<file path="src/rtl/rv_decode_queue.sv">
// RV32I registered decode stage: decodes each accepted instruction and queues
// pc/inst/control in a DEPTH-entry FIFO whose head feeds the execute stage.
module rv_decode_queue #(
  parameter int DEPTH    = 2,
  parameter int EN_M     = 0,
  parameter int EN_ZICSR = 1,
  parameter int CNT_W    = 16
) (
  input  logic             clk,
  input  logic             rst,
  input  logic             flush,
  input  logic             in_valid,
  output logic             in_ready,
  input  logic [31:0]      in_pc,
  input  logic [31:0]      in_inst,
  output logic             out_valid,
  input  logic             out_ready,
  output logic [31:0]      out_pc,
  output logic [31:0]      out_inst,
  output logic [31:0]      out_ctrl,
  output logic [1:0]       out_exc,
  output logic             out_illegal,
  output logic [CNT_W-1:0] illegal_cnt
);
  localparam int PW = $clog2(DEPTH);
  localparam int CW = PW + 1;
  localparam logic [CW-1:0] FULL = CW'(DEPTH);

  localparam logic [6:0] OP_R = 7'b0110011, OP_I = 7'b0010011, OP_LD = 7'b0000011,
                         OP_ST = 7'b0100011, OP_BR = 7'b1100011, OP_JAL = 7'b1101111,
                         OP_JALR = 7'b1100111, OP_LUI = 7'b0110111, OP_AUIPC = 7'b0010111,
                         OP_SYS = 7'b1110011;
  localparam logic [1:0] EXC_IDLE = 2'd0, EXC_ECALL = 2'd1, EXC_EBREAK = 2'd2, EXC_MRET = 2'd3;
  localparam logic [2:0] SEXT_I = 3'd1, SEXT_S = 3'd2, SEXT_B = 3'd3, SEXT_U = 3'd4, SEXT_J = 3'd5;
  localparam logic [1:0] NPC_PC4 = 2'd0, NPC_BR = 2'd1, NPC_JAL = 2'd2, NPC_JALR = 2'd3;
  localparam logic [2:0] WB_ALU = 3'd0, WB_MEM = 3'd1, WB_PC4 = 3'd2, WB_EXT = 3'd3, WB_CSR = 3'd4;

  // ADD=0 SUB=1 SLL=2 SLT=3 SLTU=4 XOR=5 SRL=6 SRA=7 OR=8 AND=9
  function automatic logic [4:0] alu_from_f3(input logic [2:0] f3, input logic alt);
    case (f3)
      3'b000:  alu_from_f3 = alt ? 5'd1 : 5'd0;
      3'b001:  alu_from_f3 = 5'd2;
      3'b010:  alu_from_f3 = 5'd3;
      3'b011:  alu_from_f3 = 5'd4;
      3'b100:  alu_from_f3 = 5'd5;
      3'b101:  alu_from_f3 = alt ? 5'd7 : 5'd6;
      3'b110:  alu_from_f3 = 5'd8;
      3'b111:  alu_from_f3 = 5'd9;
      default: alu_from_f3 = 5'd0;
    endcase
  endfunction

  logic [6:0]  opc_s, f7_s;
  logic [2:0]  f3_s;
  logic [11:0] f12_s;
  logic [4:0]  alu_op_s;
  logic [2:0]  alu_f_op_s, sext_op_s, mem_ext_op_s, rf_wsel_s;
  logic [1:0]  npc_op_s, ram_w_op_s, csr_wdata_op_s, exc_s;
  logic        ram_we_s, alu_a_sel_s, alu_b_sel_s, rd1_en_s, rd2_en_s, rf_we_s;
  logic        is_load_s, csr_we_s, csr_wdata_sel_s, ill_s;
  logic [31:0] ctrl_s;

  assign opc_s = in_inst[6:0];
  assign f3_s  = in_inst[14:12];
  assign f7_s  = in_inst[31:25];
  assign f12_s = in_inst[31:20];

  // instruction decode
  always_comb begin
    alu_op_s = 5'd0; alu_f_op_s = 3'd0; sext_op_s = 3'd0; npc_op_s = NPC_PC4;
    ram_we_s = 1'b0; ram_w_op_s = 2'd0; mem_ext_op_s = 3'd0; alu_a_sel_s = 1'b0;
    alu_b_sel_s = 1'b0; rd1_en_s = 1'b0; rd2_en_s = 1'b0; rf_we_s = 1'b0;
    rf_wsel_s = WB_ALU; is_load_s = 1'b0; csr_we_s = 1'b0; csr_wdata_sel_s = 1'b0;
    csr_wdata_op_s = 2'd0; exc_s = EXC_IDLE; ill_s = 1'b0;
    case (opc_s)
      OP_R: begin
        rd1_en_s = 1'b1; rd2_en_s = 1'b1; rf_we_s = 1'b1;
        if (f7_s == 7'b0000000) begin
          alu_op_s = alu_from_f3(f3_s, 1'b0);
        end else if (f7_s == 7'b0100000 && (f3_s == 3'b000 || f3_s == 3'b101)) begin
          alu_op_s = alu_from_f3(f3_s, 1'b1);
        end else if (f7_s == 7'b0000001 && EN_M != 0) begin
          alu_op_s = {2'b10, f3_s};
        end else begin
          ill_s = 1'b1;
        end
      end
      OP_I: begin
        rd1_en_s = 1'b1; rf_we_s = 1'b1; alu_b_sel_s = 1'b1; sext_op_s = SEXT_I;
        alu_op_s = alu_from_f3(f3_s, f7_s[5]);
        if (f3_s == 3'b001) begin
          ill_s = (f7_s != 7'b0000000);
        end else if (f3_s == 3'b101) begin
          ill_s = (f7_s != 7'b0000000) && (f7_s != 7'b0100000);
        end else begin
          alu_op_s = alu_from_f3(f3_s, 1'b0);
        end
      end
      OP_LD: begin
        rd1_en_s = 1'b1; rf_we_s = 1'b1; alu_b_sel_s = 1'b1; sext_op_s = SEXT_I;
        rf_wsel_s = WB_MEM; is_load_s = 1'b1; mem_ext_op_s = f3_s;
        ill_s = (f3_s == 3'b011) || (f3_s == 3'b110) || (f3_s == 3'b111);
      end
      OP_ST: begin
        rd1_en_s = 1'b1; rd2_en_s = 1'b1; alu_b_sel_s = 1'b1; sext_op_s = SEXT_S;
        ram_we_s = 1'b1; ram_w_op_s = f3_s[1:0];
        ill_s = f3_s[2] || (f3_s[1:0] == 2'b11);
      end
      OP_BR: begin
        rd1_en_s = 1'b1; rd2_en_s = 1'b1; sext_op_s = SEXT_B; npc_op_s = NPC_BR; alu_op_s = 5'd1;
        case (f3_s)
          3'b000:  alu_f_op_s = 3'd1;
          3'b001:  alu_f_op_s = 3'd2;
          3'b100:  alu_f_op_s = 3'd3;
          3'b101:  alu_f_op_s = 3'd4;
          3'b110:  alu_f_op_s = 3'd5;
          3'b111:  alu_f_op_s = 3'd6;
          default: ill_s = 1'b1;
        endcase
      end
      OP_JAL: begin
        sext_op_s = SEXT_J; npc_op_s = NPC_JAL; rf_we_s = 1'b1; rf_wsel_s = WB_PC4;
      end
      OP_JALR: begin
        rd1_en_s = 1'b1; sext_op_s = SEXT_I; npc_op_s = NPC_JALR; rf_we_s = 1'b1;
        rf_wsel_s = WB_PC4; ill_s = (f3_s != 3'b000);
      end
      OP_LUI: begin
        sext_op_s = SEXT_U; rf_we_s = 1'b1; rf_wsel_s = WB_EXT;
      end
      OP_AUIPC: begin
        sext_op_s = SEXT_U; rf_we_s = 1'b1; alu_a_sel_s = 1'b1; alu_b_sel_s = 1'b1;
      end
      OP_SYS: begin
        if (f3_s == 3'b000) begin
          case (f12_s)
            12'h000: exc_s = EXC_ECALL;
            12'h001: exc_s = EXC_EBREAK;
            12'h302: exc_s = EXC_MRET;
            default: ill_s = 1'b1;
          endcase
        end else if (f3_s == 3'b100 || EN_ZICSR == 0) begin
          ill_s = 1'b1;
        end else begin
          // funct3[2] selects the zero-extended uimm instead of rs1
          csr_we_s = 1'b1; rf_we_s = 1'b1; rf_wsel_s = WB_CSR; rd1_en_s = !f3_s[2];
          csr_wdata_sel_s = f3_s[2]; csr_wdata_op_s = f3_s[1:0] - 2'd1;
        end
      end
      default: ill_s = 1'b1;
    endcase
  end

  // illegal words collapse to all-zero control, which encodes the safe default
  assign ctrl_s = ill_s ? 32'd0 :
                  {csr_wdata_op_s, csr_wdata_sel_s, csr_we_s, is_load_s, rf_wsel_s, rf_we_s,
                   rd2_en_s, rd1_en_s, alu_b_sel_s, alu_a_sel_s, mem_ext_op_s, ram_w_op_s,
                   ram_we_s, npc_op_s, sext_op_s, alu_f_op_s, alu_op_s};

  logic [CW-1:0]    count_q, count_d;
  logic [PW-1:0]    wr_ptr_q, wr_ptr_d, rd_ptr_q, rd_ptr_d;
  logic [CNT_W-1:0] cnt_q, cnt_d;
  logic [31:0]      pc_q [DEPTH];
  logic [31:0]      inst_q [DEPTH];
  logic [31:0]      ctrl_q [DEPTH];
  logic [1:0]       exc_q [DEPTH];
  logic             ill_q [DEPTH];
  logic             push_s, pop_s;

  assign in_ready    = (count_q < FULL);
  assign out_valid   = (count_q != '0);
  assign push_s      = in_valid && in_ready && !flush;
  assign pop_s       = out_valid && out_ready;
  assign out_pc      = pc_q[rd_ptr_q];
  assign out_inst    = inst_q[rd_ptr_q];
  assign out_ctrl    = ctrl_q[rd_ptr_q];
  assign out_exc     = exc_q[rd_ptr_q];
  assign out_illegal = ill_q[rd_ptr_q];
  assign illegal_cnt = cnt_q;

  // queue pointer, occupancy and counter next state
  always_comb begin
    count_d  = count_q;
    wr_ptr_d = wr_ptr_q;
    rd_ptr_d = rd_ptr_q;
    cnt_d    = cnt_q;
    if (push_s && ill_s && cnt_q != {CNT_W{1'b1}}) begin
      cnt_d = cnt_q + CNT_W'(1);
    end else begin
      cnt_d = cnt_q;
    end
    if (flush) begin
      count_d = '0; wr_ptr_d = '0; rd_ptr_d = '0;
    end else begin
      if (push_s) wr_ptr_d = wr_ptr_q + PW'(1);
      else        wr_ptr_d = wr_ptr_q;
      if (pop_s)  rd_ptr_d = rd_ptr_q + PW'(1);
      else        rd_ptr_d = rd_ptr_q;
      case ({push_s, pop_s})
        2'b10:   count_d = count_q + CW'(1);
        2'b01:   count_d = count_q - CW'(1);
        default: count_d = count_q;
      endcase
    end
  end

  // state and entry storage
  always_ff @(posedge clk or posedge rst) begin
    if (rst) begin
      count_q  <= '0;
      wr_ptr_q <= '0;
      rd_ptr_q <= '0;
      cnt_q    <= '0;
      for (int i = 0; i < DEPTH; i++) begin
        pc_q[i] <= 32'd0; inst_q[i] <= 32'd0; ctrl_q[i] <= 32'd0;
        exc_q[i] <= EXC_IDLE; ill_q[i] <= 1'b0;
      end
    end else begin
      count_q  <= count_d;
      wr_ptr_q <= wr_ptr_d;
      rd_ptr_q <= rd_ptr_d;
      cnt_q    <= cnt_d;
      if (push_s) begin
        pc_q[wr_ptr_q]   <= in_pc;
        inst_q[wr_ptr_q] <= in_inst;
        ctrl_q[wr_ptr_q] <= ctrl_s;
        exc_q[wr_ptr_q]  <= exc_s;
        ill_q[wr_ptr_q]  <= ill_s;
      end
    end
  end
endmodule
</file>
<file path="config.mk">
export PLATFORM = sky130hd
export DESIGN_NAME = rv_decode_queue
export DESIGN_NICKNAME = d
export VERILOG_FILES = /design/src/rtl/rv_decode_queue.sv
export SDC_FILE = /design/constraint.sdc
export NUM_CORES = 1
export LEC_CHECK = 0
export ABC_AREA = 1
export BUFFER_PORTS_ARGS = -buffer_cell sky130_fd_sc_hd__clkbuf_2
export CAP_MARGIN = 20
export CORE_UTILIZATION = 55
export CTS_CLUSTER_DIAMETER = 120
export DETAILED_ROUTE_END_ITERATION = 7
export PLACE_DENSITY = 0.81
export SETUP_SLACK_MARGIN = 0.4
export SLEW_MARGIN = 20
export SYNTH_ARGS = -nofsm -noshare
export SYNTH_HDL_FRONTEND = slang
export SYNTH_SLANG_ARGS = --single-unit
</file>
<file path="constraint.sdc">
create_clock -name clk -period 7.6 [get_ports clk]
set_input_delay 0.76 -clock clk [delete_from_list [all_inputs] [get_ports clk]]
set_output_delay 0.76 -clock clk [all_outputs]
set_load 0.05 [all_outputs]
</file>
==> results of run 1 <==
worst paths after layout:
| check | slack [ns] | cells past startpoint | end |
|---|---|---|---|
| min in group clk | 0.47 | 2 | pc_q[21]$_DFFE_PP0P_ |
| min reg2reg | 0.47 | 2 | pc_q[21]$_DFFE_PP0P_ |
| max reg2reg | 4.58 | 11 | ill_q[0]$_DFFE_PP0P_ |
| max in group asynchronous | 5.96 | 3 | rd_ptr_q$_DFFE_PP0P_ |
| min | 0.29 | 2 | pc_q[57]$_DFFE_PP0P_ |
| max | 4.02 | 3 | out_ctrl[19] |
final cells by class:
cell class | count | area [µm²]
tap | 234 | 293
fill | 1608 | 6480
multi-input combinational | 1002 | 4400
timing repair buffer | 193 | 1010
inverter | 108 | 415
sequential | 216 | 5410
clock inverter | 4 | 72.6
clock buffer | 35 | 681
through the flow:
stage	power, mW	utilization (%)	hold slack (ns)
2_1_floorplan	3.06	-	0.442
6_report	4.58	65.4	0.292
3_5_place_dp	3.48	61.3	0.458
4_1_cts	4.61	65.3	0.474
3_3_place_gp	3.43	61.3	0.454
5_1_grt	4.84	65.4	0.324
cell families (layout without fill, tap and decap cells):
| family | Yosys count | in the layout | synth area share, % |
|---|---|---|---|
| simple gates | 802 | 802 | 31.2 |
| flops | 216 | 216 | 51.3 |
| buf+inv | 182 | 340 | 7.02 |
| compound gates | 181 | 181 | 8.82 |
| xor+xnor | 12 | 12 | 0.997 |
| fa+ha+maj | 6 | 6 | 0.712 |
| other cells | 1 | 1 | 0.0356 |
state kept, by name (all words and copies together), names as in the netlist, 2 cells and up:
signal / flops
ill_q: 2
pc_q: 64
inst_q: 64
count_q: 2
ctrl_q: 62
illegal_cnt: 16
exc_q: 4
cell usage after synthesis, types with 2 or more instances:
cell | count | share of area (%)
a21oi_1 | 5 | 0.24
a31oi_1 | 3 | 0.18
buf_2 | 15 | 0.71
buf_4 | 4 | 0.28
clkbuf_1 | 52 | 1.9
dfrtp_1 | 216 | 51
ha_1 | 6 | 0.71
inv_1 | 99 | 3.5
inv_2 | 8 | 0.28
nand2_1 | 630 | 22
nand2_2 | 5 | 0.30
nand2_4 | 2 | 0.21
nand3_1 | 53 | 2.5
nand3_2 | 11 | 1.0
nand4_1 | 18 | 1.1
nor2_1 | 62 | 2.2
nor2_2 | 5 | 0.30
nor2_4 | 5 | 0.53
nor3_1 | 9 | 0.43
o21ai_0 | 160 | 7.6
o21ai_1 | 3 | 0.14
o21bai_1 | 2 | 0.14
o22ai_1 | 4 | 0.24
o31ai_1 | 2 | 0.14
xnor2_1 | 3 | 0.25
xor2_1 | 9 | 0.75
power groups by stage:
stage,clock network (mW),logic (mW),registers (mW)
floorplan,0,1.37,1.69
global placement,0,1.73,1.70
detailed placement,0,1.77,1.71
CTS,1.14,1.77,1.69
global route,1.18,1.92,1.74
finish,1.12,1.76,1.70
per-layer routing:
metal | wire length (µm) | vias up
met3 | 1670 | 38
met1 | 11400 | 4364
li1 | - | 4657
met4 | 488 | 0
met5 | 0 | -
met2 | 12000 | 331
worst max-delay path, delay by kind of cell, from the launching register on:
kind / cells / cell delay [ns]
AO/OA/AOI/OAI: 1 / 0.36
buffers and inverters: 2 / 1.15
flip-flops: 1 / 0.69
==> impl_metrics.py, run 1 <==
metrics = {
    "sta": {
        "slew_violations": 0,
        "max_slew_margin_pct": 33.7,
        "finalWorstSetupSlack_ns": 4.02,
        "final-hold-violation-count": 0,
        "setup_tns_ns": 0,
        "rsz0062_at_grt": "no",
        "max_slew.worst_pin.slew_ns": 0.994,
        "period_minus_slack_ns": 3.58,
        "fin_crit_sh_pct": 47.0,
        "setup_viol": 0,
        "clock.fmax_mhz": 280,
        "skew_ns": 0.00671,
    },
    "global_route": {
        "use_met3_pct": 3.32,
        "overflow": 0,
        "top_usage_layer": "met2",
        "antenna_found_initial": 0,
        "grt_use_met2_pct": 43.2,
        "grtUsageTotal_pct": 26.4,
        "grt_pass1_wl_mm": 42.4,
        "grt_max_degree": 148,
        "use_met1_pct": 37.3,
        "grt_pass1_vias": 8775,
    },
    "final_layout": {
        "layout_common_cells": "nand2_1, dfrtp_1, clkbuf_2",
        "diodes": 0,
        "nets": 1619,
        "layout-drive-gt1-share_pct": 17.1,
        "area_delta_synth_final_pct": 16.5,
        "layout_commonest_cell": "nand2_1",
        "finalNonFillerCells": 1792,
        "design_area_um2": 12300,
    },
    "clocking": {
        "cts_buffers": 23,
        "htree_levels": 1,
        "clockBufferDepth": 3,
        "insertion_delay_ns": 0.50,
        "post_cts_buffers": 0,
        "clock-sinks": 216,
        "hold_buffers": 0,
        "cts_resized": 0,
        "path_clk_slew_ns": 0.06,
        "root_buffer": "clkbuf_16",
        "tritoncts": "yes",
    },
    "power_and_ir_drop": {
        "ir_worst_vdd_v": 0.000216,
        "p_comb_share_pct": 38.5,
        "seqPwrFrac_pct": 37.0,
        "p_sw_share_pct": 43.6,
        "pwr-share-clk_pct": 24.4,
        "p_int_mw": 2.58,
        "power.density_nw_per_um2": 373,
        "switching_power_mw": 1.99,
        "power.leakage_nw": 6.66,
    },
    "setup_path": {
        "cpPeakStageDelay_ns": 0.81,
        "cp_slowest_cell": "buf_4",
        "critPathLaunch": "rd_ptr_q$_DFFE_PP0P_",
        "cp_max_fo": 93,
        "cp.arrival_ns": 2.82,
        "critPathKind": "flip-flop to output port",
        "crit_chain": "buf_4 -> o21ai_0 -> clkbuf_2",
        "end_kind": "output port",
        "worstReg2RegStart": "count_q[1]$_DFFE_PP0P_",
        "start_kind": "flip-flop",
        "cp_data_required_time_ns": 6.84,
    },
    "drt": {
        "wl_per_cell_um": 14.2,
        "vias": 9390,
        "firstDrtPassIters": 7,
        "antenna_left": 0,
        "drt_iter0_drc": 720,
        "wl_mm": 25.5,
        "route.detailed.drc": 0,
        "via_per_inst": 5.24,
    },
    "floorplan": {
        "io_pins": 186,
        "start_util_pct": 56.2,
        "die-width_um": 140,
        "rows": 50,
        "core_area_um2": 18800,
        "die_h_um": 140,
        "dieArea_um2": 19700,
    },
    "status": {
        "status": "finished clean",
    },
    "placement": {
        "place_congestion": 0.893,
        "port-buffer-count": 184,
        "hpwl_mm": 16.3,
        "placedCellCount": 1752,
        "place_area_um2": 11500,
        "dp_slack_ns": 4.22,
    },
    "synthesis": {
        "synthCells": 1400,
        "synth_ff_type": "dfrtp_1",
        "synth.distinct_cells": 35,
        "ys_seq_elements": 216,
        "synth_nets": 1475,
        "synth_edf_count": 0,
        "avgSynthCellArea_um2": 7.53,
        "ys_seq_area_share_pct": 51.3,
        "synth_warnings": 0,
        "syn_area_um2": 10500,
        "synthArstFlopShare_pct": 100,
    },
    "job": {
        "maxCapViolations": 0,
    },
    "hold_path": {
        "hold_path_class": "primary input to asynchronous set/reset pin",
    },
}
No activity file was read; power rests on OpenSTA's default activity.
==> inputs of run 2 (changes only) <==
--- a/config.mk
+++ b/config.mk
@@ -8,10 +8,10 @@
 export ABC_AREA = 1
 export BUFFER_PORTS_ARGS = -buffer_cell sky130_fd_sc_hd__clkbuf_2
 export CAP_MARGIN = 20
-export CORE_UTILIZATION = 55
+export CORE_UTILIZATION = 51
 export CTS_CLUSTER_DIAMETER = 120
 export DETAILED_ROUTE_END_ITERATION = 7
-export PLACE_DENSITY = 0.81
+export PLACE_DENSITY = 0.79
 export SETUP_SLACK_MARGIN = 0.4
 export SLEW_MARGIN = 20
 export SYNTH_ARGS = -nofsm -noshare
==> constraint.sdc (replaced) <==
create_clock -name clk -period 2.91 [get_ports clk]
set_input_delay 0.291 -clock clk [delete_from_list [all_inputs] [get_ports clk]]
set_output_delay 0.291 -clock clk [all_outputs]
set_load 0.05 [all_outputs]
==> impl_metrics.py, run 2 (synthesis results as in run 1) <==
metrics = {
    "drt": {
        "antenna_left": 0,
        "vias": 9583,
        "wl_per_cell_um": 14.7,
        "route.detailed.drc": 0,
        "wl_mm": 27.3,
        "drt_iter0_drc": 696,
        "firstDrtPassIters": 5,
        "via_per_inst": 5.16,
    },
    "power_and_ir_drop": {
        "p_comb_share_pct": 37.6,
        "power.leakage_nw": 6.86,
        "pwr-share-clk_pct": 27.5,
        "switching_power_mw": 5.36,
        "ir_worst_vdd_v": 0.000683,
        "seqPwrFrac_pct": 34.9,
        "power.density_nw_per_um2": 987,
        "p_sw_share_pct": 42.5,
        "p_int_mw": 7.26,
    },
    "sta": {
        "setup_viol": 0,
        "skew_ns": 0.0112,
        "rsz0062_at_grt": "no",
        "max_slew.worst_pin.slew_ns": 0.897,
        "clock.fmax_mhz": 404,
        "final-hold-violation-count": 0,
        "period_minus_slack_ns": 2.48,
        "slew_violations": 0,
        "hold_ws_ns": 0.00656,
        "fin_crit_sh_pct": 85.2,
        "max_slew_margin_pct": 40.2,
    },
    "floorplan": {
        "start_util_pct": 52.1,
        "dieArea_um2": 21300,
        "rows": 52,
        "die-width_um": 146,
        "die_h_um": 146,
        "core_area_um2": 20200,
        "io_pins": 186,
    },
    "global_route": {
        "overflow": 0,
        "grt_max_degree": 158,
        "antenna_found_initial": 0,
        "grtUsageTotal_pct": 26.0,
        "grt_pass1_vias": 9181,
        "grt_pass1_wl_mm": 45.4,
    },
    "job": {
        "maxCapViolations": 0,
    },
    "final_layout": {
        "fin_util_pct": 63.2,
        "layout-drive-gt1-share_pct": 17.4,
        "layout_common_cells": "nand2_1, dfrtp_1, clkbuf_2",
        "design_area_um2": 12800,
        "layout_commonest_cell": "nand2_1",
        "reg_top3": "inst_q (64), pc_q (64), ctrl_q (62)",
        "fillCellCount": 1765,
        "nets": 1645,
        "area_delta_synth_final_pct": 21.2,
        "diodes": 0,
    },
    "placement": {
        "port-buffer-count": 184,
        "hpwl_mm": 17.3,
        "place_area_um2": 11600,
        "place_congestion": 0.912,
    },
    "setup_path": {
        "critPathKind": "flip-flop to output port",
        "end_kind": "output port",
        "rr_worst_depth": 9,
        "ff2ff_setup_slack_ns": 0.66,
        "cp.arrival_ns": 2.19,
        "worstReg2RegStart": "illegal_cnt[0]$_DFFE_PP0P_",
        "worstReg2RegEnd": "illegal_cnt[15]$_DFFE_PP0P_",
        "cp_data_required_time_ns": 2.62,
        "cp_max_fo": 139,
        "start_kind": "flip-flop",
    },
    "hold_path": {
        "hold_path_class": "primary input to asynchronous set/reset pin",
    },
    "clocking": {
        "clock-sinks": 216,
        "post_cts_buffers": 0,
        "path_clk_slew_ns": 0.06,
        "clockBufferDepth": 3,
        "insertion_delay_ns": 0.52,
        "htree_levels": 1,
        "tritoncts": "yes",
        "cts_buffers": 24,
        "root_buffer": "clkbuf_16",
    },
    "status": {
        "status": "finished clean",
    },
}
==> run 2: cell types whose count changed in the layout (fill, tap and decap cells not counted), sizes merged, moves of 2 or more <==
cell / change
buf: +4
bufinv: +5
clkbuf: -4
clkinv: +4
dlygate4sd3: +21
inv: -2
==> run 2: layer usage <==
metal / part of all wire, % / vias to the layer above / global-route usage, %
met2: 46 / 356 / 42.0
met3: 7.2 / 56 / 3.82
li1: - / 4725 / -
met5: 0 / - / 0
met4: 2.9 / 0 / 8.58
met1: 44 / 4446 / 36.0
==> run 2: metrics by stage <==
stage / instances / power (mW) / setup WS, ns / TNS [ns]
2_1_floorplan: 1400 / 7.99 / -0.193 / -41.72
3_3_place_gp: 1792 / 9.03 / 0.439 / 0
3_5_place_dp: 1792 / 9.16 / 0.292 / 0
4_1_cts: 1856 / 12.7 / 0.417 / 0
5_1_grt: 1857 / 13.3 / 0.438 / 0
6_report: 1857 / 12.6 / 0.432 / 0
==> run 2: repair_timing <==
item | in CTS | in global routing
gates resized for setup | 0 | 1
hold buffers | 21 | 0
endpoints found under the hold margin | 31 | 0
endpoints found under the setup margin | 0 | 29
==> run 2: power groups by stage <==
stage	logic [mW]	clock network (mW)	registers, mW
floorplan	3.58	0	4.41
global placement	4.64	0	4.39
detailed placement	4.72	0	4.44
CTS	4.76	3.53	4.39
global route	5.16	3.63	4.51
finish	4.75	3.47	4.40
==> run 2: worst max path at each step <==
| stage | cells after the start | end | startpoint |
|---|---|---|---|
| detailed placement | 13 | illegal_cnt[15]$_DFFE_PP0P_ | in_inst[12] |
| finish | 3 | out_ctrl[19] | rd_ptr_q$_DFFE_PP0P_ |
| global route | 4 | out_ctrl[19] | rd_ptr_q$_DFFE_PP0P_ |
| global placement | 15 | illegal_cnt[1]$_DFFE_PP0P_ | in_inst[12] |
| floorplan | 1 | count_q[0]$_DFFE_PP0P_ | rst |
| CTS | 5 | out_inst[0] | rd_ptr_q$_DFFE_PP0P_ |
==> run 2: final cells by class <==
class                           count  area (µm²)  share of cell area (%)
Clock inverter                     12         241                    1.89
Multi-Input combinational cell   1002        4400                    34.4
Inverter                          108         413                    3.23
Clock buffer                       31         668                    5.23
Timing Repair Buffer              218        1310                    10.3
Tap cell                          270         338                    2.64
Sequential cell                   216        5410                    42.3
==> run 2: worst max-delay path, stage by stage (launching register included) <==
cell	delay, ns
dfrtp_4	0.50
buf_12	0.22
o21ai_0	0.44
clkbuf_2	0.37
